<file path="config.mk">
export PLATFORM = sky130hd
export DESIGN_NAME = apb_master_bridge
export DESIGN_NICKNAME = d
export VERILOG_FILES = /design/src/rtl/apb_master_bridge.sv
export SDC_FILE = /design/constraint.sdc
export NUM_CORES = 1
export LEC_CHECK = 0
export ABC_CLOCK_PERIOD_IN_PS = 2210
export CAP_MARGIN = 20
export CORE_UTILIZATION = 30
export CTS_CLUSTER_SIZE = 10
export DETAILED_ROUTE_END_ITERATION = 8
export PLACE_DENSITY = 0.7
export SLEW_MARGIN = 25
export SYNTH_ARGS = -nofsm -noshare
export SYNTH_HDL_FRONTEND = slang
export SYNTH_SLANG_ARGS = --single-unit
</file>
<file path="constraint.sdc">
create_clock -name PCLK -period 2.21 [get_ports PCLK]
set_clock_uncertainty 0.2 [all_clocks]
set_input_delay 0.442 -clock PCLK [delete_from_list [all_inputs] [get_ports PCLK]]
set_output_delay 0.442 -clock PCLK [all_outputs]
set_load 0.02 [all_outputs]
</file>
<file path="src/rtl/apb_master_bridge.sv">
// Single-outstanding valid/ready to APB master bridge. Legal-address filter,
// SETUP/ACCESS sequencing, bounded PREADY wait, registered response.
module apb_master_bridge #(
    parameter int ADDR_W  = 16,
    parameter int DATA_W  = 32,
    parameter int TIMEOUT = 15
) (
    input  logic                PCLK,
    input  logic                PRESETn,
    input  logic                req_valid,
    output logic                req_ready,
    input  logic                req_write,
    input  logic [ADDR_W-1:0]   req_addr,
    input  logic [DATA_W-1:0]   req_wdata,
    input  logic [DATA_W/8-1:0] req_strb,
    output logic                rsp_valid,
    input  logic                rsp_ready,
    output logic [DATA_W-1:0]   rsp_rdata,
    output logic                rsp_err,
    output logic                PSELx,
    output logic                PENABLE,
    output logic                PWRITE,
    output logic [ADDR_W-1:0]   PADDR,
    output logic [DATA_W-1:0]   PWDATA,
    output logic [DATA_W/8-1:0] PSTRB,
    input  logic                PREADY,
    input  logic [DATA_W-1:0]   PRDATA
);

    localparam int                STRB_W    = DATA_W / 8;
    localparam logic [ADDR_W-1:0] REG_LIMIT = ADDR_W'(16'h0400);
    localparam logic [7:0]        LAST_WAIT = 8'(TIMEOUT - 1);

    typedef enum logic [1:0] {IDLE, SETUP, ACCESS, RESP} state_t;

    state_t              state, state_d;
    logic [7:0]          wait_cnt, wait_cnt_d;
    logic                req_ready_d, rsp_valid_d, rsp_err_d;
    logic                psel_d, penable_d, pwrite_d;
    logic [DATA_W-1:0]   rsp_rdata_d, pwdata_d;
    logic [ADDR_W-1:0]   paddr_d;
    logic [STRB_W-1:0]   pstrb_d;
    logic                addr_legal;

    // 16 registers, 64-byte aligned, below 0x400
    assign addr_legal = (req_addr[5:0] == 6'd0) && (req_addr < REG_LIMIT);

    always_comb begin
        state_d     = state;
        wait_cnt_d  = wait_cnt;
        req_ready_d = req_ready;
        rsp_valid_d = rsp_valid;
        rsp_err_d   = rsp_err;
        rsp_rdata_d = rsp_rdata;
        psel_d      = PSELx;
        penable_d   = PENABLE;
        pwrite_d    = PWRITE;
        paddr_d     = PADDR;
        pwdata_d    = PWDATA;
        pstrb_d     = PSTRB;
        case (state)
            IDLE: begin
                if (req_valid) begin
                    req_ready_d = 1'b0;
                    if (addr_legal) begin
                        state_d   = SETUP;
                        psel_d    = 1'b1;
                        penable_d = 1'b0;
                        pwrite_d  = req_write;
                        paddr_d   = req_addr;
                        pwdata_d  = req_wdata;
                        pstrb_d   = req_write ? req_strb : '0;
                    end else begin
                        // rejected without touching the bus
                        state_d     = RESP;
                        rsp_valid_d = 1'b1;
                        rsp_err_d   = 1'b1;
                        rsp_rdata_d = '0;
                    end
                end
            end
            SETUP: begin
                state_d    = ACCESS;
                penable_d  = 1'b1;
                wait_cnt_d = 8'd0;
            end
            ACCESS: begin
                if (PREADY || wait_cnt == LAST_WAIT) begin
                    // completion wins over timeout on the final cycle
                    state_d     = RESP;
                    psel_d      = 1'b0;
                    penable_d   = 1'b0;
                    wait_cnt_d  = 8'd0;
                    rsp_valid_d = 1'b1;
                    rsp_err_d   = !PREADY;
                    rsp_rdata_d = (PREADY && !PWRITE) ? PRDATA : '0;
                end else begin
                    wait_cnt_d = wait_cnt + 8'd1;
                end
            end
            RESP: begin
                if (rsp_ready) begin
                    state_d     = IDLE;
                    rsp_valid_d = 1'b0;
                    rsp_err_d   = 1'b0;
                    rsp_rdata_d = '0;
                    req_ready_d = 1'b1;
                end
            end
            default: state_d = IDLE;
        endcase
    end

    always_ff @(posedge PCLK or negedge PRESETn) begin
        if (!PRESETn) begin
            state     <= IDLE;
            wait_cnt  <= 8'd0;
            req_ready <= 1'b1;
            rsp_valid <= 1'b0;
            rsp_err   <= 1'b0;
            rsp_rdata <= '0;
            PSELx     <= 1'b0;
            PENABLE   <= 1'b0;
            PWRITE    <= 1'b0;
            PADDR     <= '0;
            PWDATA    <= '0;
            PSTRB     <= '0;
        end else begin
            state     <= state_d;
            wait_cnt  <= wait_cnt_d;
            req_ready <= req_ready_d;
            rsp_valid <= rsp_valid_d;
            rsp_err   <= rsp_err_d;
            rsp_rdata <= rsp_rdata_d;
            PSELx     <= psel_d;
            PENABLE   <= penable_d;
            PWRITE    <= pwrite_d;
            PADDR     <= paddr_d;
            PWDATA    <= pwdata_d;
            PSTRB     <= pstrb_d;
        end
    end

endmodule

</file>
Word level (Yosys, flattened, before mapping)
Index checks and enable logic that the tools add are counted.
{ "totals": {"register_bits": 100, "in_bits": 90, "output_inout_bits": 90, "wordCells": 72} }
{ "classes": {"add_sub_neg": 1, "magnitude_cmp": 1, "eq_ne": 9, "mux": 31, "n_reduce_logical": 18} }
{ "ops": {"columns": ["op", "count"], "rows": [
  ["32-bit 2-to-1 mux", 5],
  ["32-bit one-hot mux with 3 select lines", 1],
  ["16-bit by 11-bit less-than comparator with 1-bit output, second input constant", 1],
  ["8-bit one-hot mux with 2 select lines", 1],
  ["1-bit 2-to-1 mux", 12],
  ["2-bit inequality test, second input constant", 5],
  ["1-bit one-hot mux with 3 select lines", 3],
  ["3-bit AND reduction", 3],
  ["8-bit by 1-bit adder with 8-bit output, second input constant", 1],
  ["8-bit by 4-bit == test with 1-bit output, second input constant", 1],
  ["2-bit 2-to-1 mux", 4],
  ["8-bit 2-to-1 mux", 1],
  ["2-bit one-hot mux with 4 select lines", 1],
  ["4-bit AND reduction", 2],
  ["6-bit logical NOT", 1],
  ["2-bit nonzero test", 3],
  ["3-bit nonzero test", 2],
  ["5-bit AND reduction", 1],
  ["2-bit == test, second input constant", 2],
  ["4-bit 2-to-1 mux", 1],
  ["1-bit one-hot mux with 2 select lines", 2],
  ["2-bit by 1-bit == test with 1-bit output, second input constant", 1],
  ["1-bit logical AND", 2],
  ["1-bit logical NOT", 2],
  ["other kinds (2)", 2]
]} }

Logic depth before layout (Yosys ltp)
{ "logic_depth": {"ltp_word": 5, "ltp_mapped": 8, "ltp_nobuf": 6} }

Worst setup path before layout
No wires, ideal clock.
{ "synth_timing": {"path_type": "flip-flop to flip-flop", "startpoint": "register wait_cnt[0]", "endpoint": "register wait_cnt[0]", "setup_ps": 74, "arrival_time_ps": 1697, "required_ps": 1936, "path_slack_ps": 239, "path_stages_with_launch": 8, "n_path_buf": 1, "period_less_slack_ps": 1971, "path_cell_list": "dfrtp_1 -> inv_1 -> ha_1 -> and3_4 -> a211o_4 -> buf_6 -> or3b_1 -> o21ai_2"} }
{ "synth_between": {"elab_chain_len": 4, "word_cells_on_any_way": 5, "classes_between": "add/sub (1); eq/ne (1); mux (2); reduce/logical (1)"} }
{ "synth_rtl": {"columns": ["element", "line", "source"], "rows": [
  ["start: declaration", "37", "logic [7:0] wait_cnt, wait_cnt_d;"],
  ["start signal: assignment", "130", "wait_cnt <= wait_cnt_d;"],
  ["branches (longest 2 deep; another with 8-bit by 1-bit adder with 8-bit output)", null, null],
  ["8-bit 2-to-1 mux (*)", "88", "if (PREADY || wait_cnt == LAST_WAIT) begin"],
  ["8-bit one-hot mux with 2 select lines (*)", "61", "case (state)"]
]} }
Mark *: on every way between the ends.
A chain may end at the register's enable or synchronous reset.

Final worst setup path
{ "layout_timing": {"startpoint": "register req_ready", "endpoint": "output req_ready"} }
{ "layout_lines": {"columns": ["element", "line", "source"], "rows": [
  ["start: declaration", "11", "output logic req_ready,"],
  ["start signal: assignment", "131", "req_ready <= req_ready_d;"]
]} }
No word-level cell between the ends.

==> qor.csv <==
metric;value;unit
status;complete, but fails checks;
failing checks;DRC;
Tmin final;2120;ps
pwr/cell area;937;nW/um^2
Die ar.;15600;sq um
clock root cell;clkbuf_16;
worst slack at placement;-225;ps
Final Non-Filler Cells;731;
Netlist cell types;45;
IO buf count;179;
Total GRT Usage;0.142;
CTS resizes;0;
critical-path cell list;clkdlybuf4s50_1;
Post-Synth Adder-Cell Area;0.0193;
WP data required;1570;ps
fin crit share;0.960;
YS warnings;0;
Leak Pwr;3.23;nW
fin util;0.471;
Synth Area in Compound Gates;0.0422;
worst setup margin;87.3;ps
Clock Latency Late Sink;340;ps
Top delay family on crit path;buffers and inverters;
largest net degree at the start of global routing;53;
gpl congestion;0.721;
area of the core;14600;sq um
vias per inst;4.39;
number of synthesized flops with an enable pin;0;
Max Cap Viol;0;
f_max;0.471;GHz
initial antenna violation count;0;
CP Launch Type;flip-flop;
wire per inst;14.8;um
layout cell share with drive strength beyond 1;0.154;
Final Max Slew Viols;0;
post-synthesis sequential area ratio;0.552;
Pre-antenna DRT Iters;6;
Max clock buf depth;2;
H-Tree Depth;3;
Die Width;125;um
Pint;0.00426;W
initial DRC count;164;
DRT Wirelength;10800;um
CP max stage cell;clkdlybuf4s50_1;
Fin. Hold Viols;0;
peak supply drop;0.000418;V
Mapped Nets;444;
critical-path maximum fanout;2;
num ports;180;
Layout area overhead;51.9;%
Synth async-reset ratio;1.00;
critical path class;reg -> out;
mux cell area share after synthesis;0.207;
Comb pwr share;0.413;
row count;44;
Clk pwr share;0.231;
Hold Crit Class;reg -> reg;
Slew @ Worst Pin;471;ps
Crit. End Element;output pin;
power share of the sequential group;0.357;
Synth Area in Simple Gates;0.108;
Die Ht;125;um
CTS Sinks;100;
fillcell total;1300;
DR DRC count;26;
Cells after Synth;347;
FF+latch count, synth;100;
first-pass GRT wire length;17600;um
main combinational cell family by area after synthesis;multiplexers;
CTS tree;built;
GR Overflow Total;0;
crit path buf inv count;1;
mapped cell area;4540;sq um
Rel. slew slack;0.686;
Vias;3210;
# setup viols final;0;
CTS Buf Count;9;
Post-Place Cells;712;
main flop type after synthesis;dfrtp_1;
switching share of total power;0.341;
Initial Utilization;0.310;
Detail Route Antenna Nets;0;
DP HPWL;8000;um
syn_area_per_cell;13.1;sq um
CP arrival;1480;ps
# diodes;0;
Reg clk slew, reported paths;70;ps
vias in the first global route;3400;
Sw Pwr;0.00220;W
Crit path largest cell delay;600;ps
fraction of synthesized cell area in xor and xnor cells;0.00386;
Final nets;639;
power groups by stage:
stage / sequential, W / clock (W) / combinational, W
after floorplan: 0.00265 / 0 / 0.00129
after global placement: 0.00233 / 0 / 0.00254
after detailed placement: 0.00234 / 0 / 0.00259
after CTS: 0.00231 / 0.00154 / 0.00260
after global routing: 0.00234 / 0.00160 / 0.00287
final: 0.00230 / 0.00149 / 0.00267
placed cells by master (no fill, tap or decap), types with 3 or more instances in the layout:
cell and count:
dfrtp_1 99, nand2_1 48, mux2_4 37, nor4_4 3, and2_1 12, ha_1 7
buf_12 4, clkbuf_16 10, mux2i_1 35, buf_4 14, clkdlybuf4s50_1 178, o21ai_1 4
a21oi_1 4, inv_1 41, o21ai_0 3
metal layers:
metal | track usage | vias to the layer above | part of all wire
met5 | 0 | - | 0
met2 | 0.240 | 105 | 0.50
met4 | 0.0423 | 0 | 0.014
li1 | - | 1536 | -
met3 | 0.0415 | 14 | 0.060
met1 | 0.176 | 1555 | 0.43
final timing paths:
path	from	end	slack (ps)	cells past startpoint
setup / recovery	req_ready	req_ready	90	1
setup reg to reg	wait_cnt[0]	rsp_rdata[9]	100	7
max in group asynchronous	PRESETn	rsp_rdata[19]	710	3
hold / removal	PADDR[14]	PADDR[14]	280	1
min in group asynchronous	PRESETn	PWDATA[5]	410	2
hold reg to reg	PADDR[14]	PADDR[14]	280	1
cells in the mapped netlist (4+ instances only):
| library cell | n | share of area |
|---|---|---|
| and2_1 | 12 | 0.017 |
| buf_6 | 7 | 0.017 |
| ha_1 | 7 | 0.019 |
| a21oi_1 | 4 | 0.0044 |
| nand2_1 | 48 | 0.040 |
| clkbuf_1 | 4 | 0.0033 |
| mux2i_1 | 35 | 0.077 |
| inv_1 | 41 | 0.034 |
| dfrtp_1 | 99 | 0.55 |
| o21ai_1 | 4 | 0.0044 |
| mux2_4 | 37 | 0.12 |
through the flow:
step                      setup TNS [ps]  hold slack, ps  cell area, sq um  total power [W]
after global placement             -9220             238              6580          0.00487
final                                  0             284              6890          0.00646
after floorplan                        0           -53.6              4540          0.00394
after detailed placement          -12040             250              6580          0.00493
after CTS                              0             292              6860          0.00645
after global routing               -2.84             306              6890          0.00680
sequential cells by signal (all words and copies together) (netlist names):
| signal | flops |
|---|---|
| PWRITE | 1 |
| PADDR | 16 |
| PSTRB | 4 |
| PWDATA | 32 |
| req_ready | 1 |
| state | 2 |
| PENABLE | 1 |
| PSELx | 1 |
| rsp_rdata | 32 |
| wait_cnt | 8 |
| rsp_valid | 1 |
| rsp_err | 1 |
logic make-up after synthesis:
kind of cell / count (synthesis)
xor+xnor: 2
fa+ha+maj: 7
buf+inv: 55
mux: 75
flops: 100
simple gates: 83
compound gates: 25
layout make-up:
type | count | area (sq um) | area share
Sequential cell | 100 | 2500 | 0.363
Timing Repair Buffer | 198 | 2000 | 0.290
Multi-Input combinational cell | 192 | 1730 | 0.251
Clock buffer | 11 | 233 | 0.0338
Tap cell | 184 | 230 | 0.0334
Inverter | 41 | 154 | 0.0223
Clock inverter | 5 | 42.5 | 0.00617
repair_timing:
item	CTS	global route
endpoints found under the hold margin	30	0
setup endpoints to repair	0	24
setup buffers	0	1
hold buffers	1	0
No activity file was read; power rests on OpenSTA's default activity.
